--- src/rtl/mat_pkg.sv ---
// Shared definitions for the matrix streaming blocks: the FILL/DRAIN state
// type and the helper that sizes the row/column index counters.
package mat_pkg;

    typedef enum logic {
        FILL  = 1'b0,
        DRAIN = 1'b1
    } state_t;

    // Index counters for a dimension of size n hold 0..n-1 and are never narrower than one bit
    function automatic int cnt_width(input int n);
        return (n < 2) ? 1 : $clog2(n);
    endfunction

endpackage

--- src/rtl/mat_idx_counter.sv ---
// Two-level (outer, inner) index counter. The inner index advances on every
// enable and wraps to zero; the outer index advances on each inner wrap.
// 'last' flags the final position so the owner can change state there.
module mat_idx_counter
    import mat_pkg::*;
#(
    parameter int OUTER_N = 1,
    parameter int INNER_N = 1,
    localparam int OW = cnt_width(OUTER_N),
    localparam int IW = cnt_width(INNER_N)
) (
    input  logic          clk,
    input  logic          rst_n,
    input  logic          en,
    output logic [OW-1:0] outer,
    output logic [IW-1:0] inner,
    output logic          last
);

    localparam logic [OW-1:0] OUTER_MAX = OW'(OUTER_N - 1);
    localparam logic [IW-1:0] INNER_MAX = IW'(INNER_N - 1);

    // Step the inner index, rolling into the outer index; the final position wraps both to zero
    always_ff @(posedge clk or negedge rst_n) begin
        if (!rst_n) begin
            outer <= '0;
            inner <= '0;
        end else if (en) begin
            if (inner == INNER_MAX) begin
                inner <= '0;
                outer <= (outer == OUTER_MAX) ? '0 : outer + 1'b1;
            end else begin
                inner <= inner + 1'b1;
            end
        end
    end

    assign last = (inner == INNER_MAX) && (outer == OUTER_MAX);

endmodule

--- src/rtl/mat_stream_transpose.sv ---
// Streaming matrix transpose. A whole matrix is collected in row-major order
// into a flop buffer (FILL), then replayed in column-major order (DRAIN).
// The two phases never overlap, so one buffer is enough.
module mat_stream_transpose
    import mat_pkg::*;
#(
    parameter int NUM_ROWS   = 1,
    parameter int NUM_COLS   = 1,
    parameter int DATA_WIDTH = 16,
    parameter int FIXED_PNT  = 8
) (
    input  logic                         clk,
    input  logic                         rst_n,
    input  logic                         in_valid,
    output logic                         in_ready,
    input  logic signed [DATA_WIDTH-1:0] in_data,
    output logic                         out_valid,
    input  logic                         out_ready,
    output logic signed [DATA_WIDTH-1:0] out_data,
    output logic                         out_last,
    output logic                         busy
);

    localparam int RW = cnt_width(NUM_ROWS);
    localparam int CW = cnt_width(NUM_COLS);

    if (NUM_ROWS < 1 || NUM_COLS < 1 || DATA_WIDTH < 1 ||
        FIXED_PNT < 0 || FIXED_PNT >= DATA_WIDTH) begin : g_bad_params
        $error("mat_stream_transpose: invalid parameter combination");
    end

    state_t state;
    logic   in_ready_q;
    logic   out_valid_q;
    logic   busy_q;

    logic [RW-1:0] wr_r;
    logic [CW-1:0] wr_c;
    logic          wr_last;
    logic [RW-1:0] rd_i;
    logic [CW-1:0] rd_j;
    logic          rd_last;
    logic          wr_en;
    logic          rd_en;

    logic signed [DATA_WIDTH-1:0] buffer [NUM_ROWS][NUM_COLS];

    // The ready/valid flags are registered decodes of the state, so a transfer is simply handshake-high
    assign wr_en = in_valid && in_ready_q;
    assign rd_en = out_valid_q && out_ready;

    // Write position: columns step fastest, rows advance on the column wrap
    mat_idx_counter #(
        .OUTER_N (NUM_ROWS),
        .INNER_N (NUM_COLS)
    ) u_wr_idx (
        .clk   (clk),
        .rst_n (rst_n),
        .en    (wr_en),
        .outer (wr_r),
        .inner (wr_c),
        .last  (wr_last)
    );

    // Read position: rows step fastest, columns advance on the row wrap
    mat_idx_counter #(
        .OUTER_N (NUM_COLS),
        .INNER_N (NUM_ROWS)
    ) u_rd_idx (
        .clk   (clk),
        .rst_n (rst_n),
        .en    (rd_en),
        .outer (rd_j),
        .inner (rd_i),
        .last  (rd_last)
    );

    // Capture each accepted element; stale contents are harmless because a full FILL precedes every DRAIN
    always_ff @(posedge clk) begin
        if (wr_en) begin
            buffer[wr_r][wr_c] <= in_data;
        end
    end

    // Phase control: a full matrix flips FILL to DRAIN, the last output flips back
    always_ff @(posedge clk or negedge rst_n) begin
        if (!rst_n) begin
            state       <= FILL;
            in_ready_q  <= 1'b1;
            out_valid_q <= 1'b0;
            busy_q      <= 1'b0;
        end else begin
            case (state)
                FILL: begin
                    if (wr_en && wr_last) begin
                        state       <= DRAIN;
                        in_ready_q  <= 1'b0;
                        out_valid_q <= 1'b1;
                        busy_q      <= 1'b1;
                    end
                end
                DRAIN: begin
                    if (rd_en && rd_last) begin
                        state       <= FILL;
                        in_ready_q  <= 1'b1;
                        out_valid_q <= 1'b0;
                        busy_q      <= 1'b0;
                    end
                end
                default: begin
                    state       <= FILL;
                    in_ready_q  <= 1'b1;
                    out_valid_q <= 1'b0;
                    busy_q      <= 1'b0;
                end
            endcase
        end
    end

    assign in_ready  = in_ready_q;
    assign out_valid = out_valid_q;
    assign busy      = busy_q;
    assign out_data  = out_valid_q ? buffer[rd_i][rd_j] : '0;
    assign out_last  = out_valid_q && rd_last;

endmodule

--- config.mk ---
export PLATFORM = sky130hd
export DESIGN_NAME = mat_stream_transpose
export DESIGN_NICKNAME = d
export VERILOG_FILES = /design/src/rtl/mat_pkg.sv /design/src/rtl/mat_idx_counter.sv /design/src/rtl/mat_stream_transpose.sv
export SDC_FILE = /design/constraint.sdc
export NUM_CORES = 1
export LEC_CHECK = 0
export BUFFER_PORTS_ARGS = -buffer_cell sky130_fd_sc_hd__buf_4
export CELL_PAD_IN_SITES_DETAIL_PLACEMENT = 1
export CELL_PAD_IN_SITES_GLOBAL_PLACEMENT = 2
export CORE_UTILIZATION = 25
export CTS_BUF_LIST = sky130_fd_sc_hd__clkbuf_4
export DETAILED_ROUTE_END_ITERATION = 16
export MAX_ROUTING_LAYER = met4
export PLACE_DENSITY_LB_ADDON = 0.1
export SYNTH_ARGS = -nofsm -noshare
export SYNTH_HDL_FRONTEND = slang
export SYNTH_SLANG_ARGS = --single-unit
--- constraint.sdc ---
create_clock -name clk -period 1.4 [get_ports clk]
set_clock_uncertainty 0.1 [all_clocks]
set_input_delay 0.14 -clock clk [delete_from_list [all_inputs] [get_ports clk]]
set_output_delay 0.14 -clock clk [all_outputs]
set_load 0.005 [all_outputs]
==> out/metrics.cfg, run 1 <==
[grt]
antenna_found_initial=0
grt_pass1_vias=590
grt.total_usage=0.119
grt_start_max_net_pins=12
grt_pass1_wl_um=2780
grt_overflow=0

[floorplan]
die_height_um=56.6
pin_count=40
fp-row-count=19
die_w_um=56.6
start_util=0.268
core_area_um2=2780
dieArea_um2=3200

[placement]
dpl-instance-area_um2=1070
io_buffer_count=39
dp_hpwl_um=1090
dp_cells=116
gp_routability_congestion=0.687

[clocking]
ctsHtreeMaxLevel=1
clkSinkCount=19
cts_tree=yes
numCtsBuffers=3
clockBufferDepth=2
clock_latency_ps=290
clk_pin_slew_worst_paths_ps=100
ctsRootBufferMaster=clkbuf_4

[detailed_routing]
viasPerCell=4.15
ant_nets=0
routedWlPerCell_um=12.2
post-route-drc-count=0
wl_um=1770
num_vias=602
dr.pass1.iters=4
drtIter0Drc=11

[pwr]
power_w=0.000987
p_switching_w=0.000176
switching_share=0.179
share_comb_of_total_power=0.087
pwr-share-seq=0.621
total_leakage_power_nw=0.633
powerDensity_nw_per_um2=677
p_int_w=0.000810
max-vdd-ir-drop_v=0.000662
p_clk_frac=0.292

[synth]
yosysSeqAreaShare=0.748
postSynthAreaPerCell_um2=15.8
yosys_warnings=0
yosysUniqueCellTypes=13
synth_area_um2=744
synth-seq-cells=19
syn-num-nets=67
syn_inst=47

[timing]
worst_slew_pin_slew_ps=137
finalHoldViolations=0
fin_crit_ps=1370
grt_setup_unrepaired=yes
whs_ps=60.2
max_slew_margin=0.908
setup-violations-final=0
fmax_mhz=727
drv_slew=0
timing.final.crit_share=0.982

[critical_path]
cp-start-kind=register
critPathRequiredTime_ps=1160
path_max_fanout=7
r2r_slack_ps=90
arrival_ps=1130
end_kind=output pin
critical_path_class=reg -> out

[finish]
fin_nets=135
stdcell_count=145
postLayoutCoreUtil=0.524
drive_above_1_share=0.614
final_area_um2=1460
insertedDiodeCount=0
final_cell_mix=25 x buf_6, 22 x buf_4, 19 x dlygate4sd3_1
layout_commonest_cell=buf_6
fillers=289
syn_to_final_growth_pct=95.8

[run_status]
outcome=finished clean

[run]
drv_cap=0

[min_path]
worstHoldPathType=in -> async

[stage by stage]
step | setup TNS (ps) | worst slack, ps
6_report | 0 | 25.3
5_1_grt | -334 | -30.9
4_1_cts | -93.6 | -18.7
3_5_place_dp | 0 | 110
3_3_place_gp | 0 | 114
2_1_floorplan | 0 | 99.3
[power groups by stage]
stage | sequential [W] | combinational [W] | clock (W)
floorplan | 0.000625 | 0.000000412 | 0
global placement | 0.000625 | 0.0000431 | 0
detailed placement | 0.000625 | 0.0000437 | 0
global route | 0.000613 | 0.0000931 | 0.000332
finish | 0.000613 | 0.0000855 | 0.000288
CTS | 0.000613 | 0.0000862 | 0.000307
[cell usage after synthesis (all sizes together)]
| cell | instances | share of area |
|---|---|---|
| nand2b | 1 | 0.0084 |
| dfstp | 1 | 0.035 |
| a21oi | 3 | 0.020 |
| a21o | 1 | 0.010 |
| buf | 3 | 0.035 |
| and2 | 17 | 0.15 |
| dfrtp | 2 | 0.067 |
| inv | 1 | 0.0050 |
| a31oi | 1 | 0.0084 |
| edfxtp | 16 | 0.65 |
| a21boi | 1 | 0.010 |
[what timing repair did]
action / CTS / global route
setup buffers: 3 / 2
endpoints found under the hold margin: 21 / 0
cloned: 0 / 1
setup endpoints to repair: 19 / 16
resized for setup: 1 / 42
pin swaps: 0 / 1
hold buffers: 19 / 0
[final cells by class]
type | count | area [um2] | area share
inverters | 1 | 3.75 | 0.00258
repair buffers | 66 | 637 | 0.437
clock buffers | 4 | 30.0 | 0.0206
flip-flops and latches | 19 | 558 | 0.383
well taps | 31 | 38.8 | 0.0266
multi-input cells | 24 | 190 | 0.130
[state kept, by name, summed over array words and instances, names as in the netlist]
| signal | flops |
|---|---|
| in_ready | 1 |
| busy | 1 |
| buffer | 16 |
| state | 1 |
[worst paths after layout]
path                                       from                      to  cells past startpoint
setup / recovery               busy$_DFFE_PN0P_            out_data[10]                      3
hold / removal                            rst_n        busy$_DFFE_PN0P_                      2
setup reg to reg           in_ready$_DFFE_PN1P_  buffer[0][0]$_DFFE_PP_                      2
hold reg to reg            in_ready$_DFFE_PN1P_    in_ready$_DFFE_PN1P_                      2
max in group asynchronous                 rst_n    in_ready$_DFFE_PN1P_                      2
min in group clk           in_ready$_DFFE_PN1P_    in_ready$_DFFE_PN1P_                      2
[routing by layer]
metal / share of wire / vias to the layer above / global-route usage / wire [um]
met5: 0 / - / - / 0
met4: 0.0079 / 0 / 0.0523 / 14
met3: 0.060 / 2 / 0.0323 / 106
met2: 0.51 / 21 / 0.182 / 897
met1: 0.42 / 283 / 0.148 / 747
li1: - / 296 / - / -
[cells by family after synthesis]
family,share of synthesized area
flip-flops,0.748
buffers and inverters,0.0403
AO/OA/AOI/OAI,0.0487
AND/OR/NAND/NOR,0.163
[worst max-delay path, cell delays in order, from the launching register on]
cell and delay [ps]:
dfrtp_2 460, buf_6 150, and2_4 130, buf_6 100
Power figures use the tool's default switching activity.
==> inputs of run 2 (changes only) <==
ABC_AREA = 1   (was default)
CORE_UTILIZATION = 24   (was 25)
==> run 2 against run 1 <==
Synthesized area increased by 4.4%. Synthesized cell count increased by 45%. Fmax increased by 4.4%. Final cell count increased by 19%. Critical path type unchanged. Largest power group unchanged.
==> out/metrics.cfg, run 2 <==
[placement]
dp_hpwl_um=1170
gp_routability_congestion=0.602
io_buffer_count=39

[critical_path]
cp-start-kind=register
end_kind=output pin
path_max_fanout=10
crit_slowest_cell=dfrtp_1
arrival_ps=1080
critical_path_class=reg -> out
max_stage_delay_ps=390
cpMostUsedCell=buf_4
crit_path_cell_trace=buf_4, nand2_1, inv_1, buf_4
critPathRequiredTime_ps=1160

[detailed_routing]
routedWlPerCell_um=9.35
num_vias=637
dr.pass1.iters=3
viasPerCell=3.68
ant_nets=0
wl_um=1620
drtIter0Drc=8
post-route-drc-count=0

[pwr]
total_leakage_power_nw=0.709
powerDensity_nw_per_um2=740
power_w=0.000976
max-vdd-ir-drop_v=0.000370

[clocking]
ctsRootBufferMaster=clkbuf_4
ctsHtreeMaxLevel=1
cts_tree=yes
clkSinkCount=19
clk_pin_slew_worst_paths_ps=100
post_cts_buffers=0
numCtsBuffers=3
clock_latency_ps=280
clockBufferDepth=2
ctsResizeCount=0

[synth]
synth.most_common_cell=nand2_1
syn_inst=68
synth_edf_count=16
synthTopCellsByCount=23 x nand2_1, 19 x inv_1, 16 x edfxtp_1
yosys_warnings=0
synth_area_leaders=edfxtp_1 62%, nand2_1 11%, inv_1 9.2%, dfrtp_1 6.4%, dfstp_2 3.4%
synth-main-ff-cell=edfxtp_1
yosysUniqueCellTypes=11
synth-seq-cells=19
yosysTopAreaCell=edfxtp_1
synth_area_um2=777
yosysSeqAreaShare=0.717
synthArstFlopShare=0.158
yosysTopAreaCellShare=0.618
syn-num-nets=88
postSynthAreaPerCell_um2=11.4

[grt]
grt_pass1_vias=645
grt.total_usage=0.111
grt_start_max_net_pins=13
grt_overflow=0
grt_pass1_wl_um=2720
antenna_found_initial=0

[finish]
syn_to_final_growth_pct=69.7
largest_reg_flops=16
top_register=buffer
drive_above_1_share=0.380
layout_commonest_cell=buf_4
insertedDiodeCount=0
final_cell_mix=43 x buf_4, 23 x nand2_1, 19 x inv_1
fin_nets=150

[min_path]
worstHoldPathType=in -> reg

[run_status]
outcome=finished clean

[floorplan]
core_area_um2=3050
fp-row-count=20
die_height_um=58.9
dieArea_um2=3470
pin_count=40
start_util=0.255
die_w_um=58.9

[timing]
timing.final.crit_share=0.941
drv_slew=0
whs_ps=52.6
max_slew_margin=0.903
worst_slew_pin_slew_ps=144
fin_crit_ps=1320
grt_setup_unrepaired=yes
fmax_mhz=759
setup-violations-final=0
finalHoldViolations=0

[run]
drv_cap=0

run 2: area by class of cell:
type | count | area, um2
Fill cell | 365 | 1730
Multi-Input combinational cell | 26 | 103
Timing Repair Buffer | 61 | 503
Clock buffer | 4 | 30.0
Sequential cell | 19 | 557
Inverter | 19 | 71.3
Tap cell | 44 | 55.1
run 2: critical path: cells and delay by family, from the launching register on:
kind / cells / cell delay, ps
DFF: 1 / 390
buffers and inverters: 3 / 340
and+or+nand+nor: 1 / 70
run 2: worst paths after layout:
kind / from / to / slack [ps] / depth (start not counted)
min in group asynchronous: rst_n / state$_DFF_PN0_ / 70 / 2
min: in_valid / in_ready$_DFFE_PN1P_ / 50 / 4
max in group asynchronous: rst_n / in_ready$_DFFE_PN1P_ / 940 / 2
max: busy$_DFFE_PN0P_ / out_data[12] / 80 / 4
min reg2reg: in_ready$_DFFE_PN1P_ / in_ready$_DFFE_PN1P_ / 400 / 2
max reg2reg: in_ready$_DFFE_PN1P_ / buffer[0][7]$_DFFE_PP_ / 160 / 3
run 2: routing by layer:
layer,share of wire,GRT usage
met1,0.42,0.127
met2,0.51,0.182
met3,0.055,0.0198
met4,0.0099,0.0612
met5,0,-
run 2: logic make-up (layout without fill, tap and decap cells):
kind of cell / after synthesis / after routing / share of synthesized area
AND/OR/NAND/NOR: 25 / 25 / 0.126
buffers and inverters: 23 / 84 / 0.151
flip-flops: 19 / 19 / 0.717
AO/OA/AOI/OAI: 1 / 1 / 0.00644
run 2: per-stage QoR:
step | setup WS [ps] | area, um2 | utilization | instances | TNS [ps]
detailed placement | 146 | 1110 | 0.363 | 151 | 0
finish | 83.2 | 1320 | 0.432 | 173 | 0
floorplan | 21.5 | 777 | - | 68 | 0
CTS | 54.4 | 1320 | 0.432 | 173 | 0
global placement | 177 | 1110 | 0.363 | 151 | 0
global route | -10.1 | 1320 | 0.432 | 173 | -17.9
run 2: power breakdown:
part	total [W]	internal (W)	leakage, nW	switching [W]
clock	0.000280	0.000130	0.0184	0.000150
combinational	0.0000831	0.0000657	0.509	0.0000174
sequential	0.000613	0.000613	0.182	0
run 2: timing repair:
item,in CTS,in global routing
endpoints found under the hold margin,20,0
endpoints found under the setup margin,0,4
hold buffers,18,0
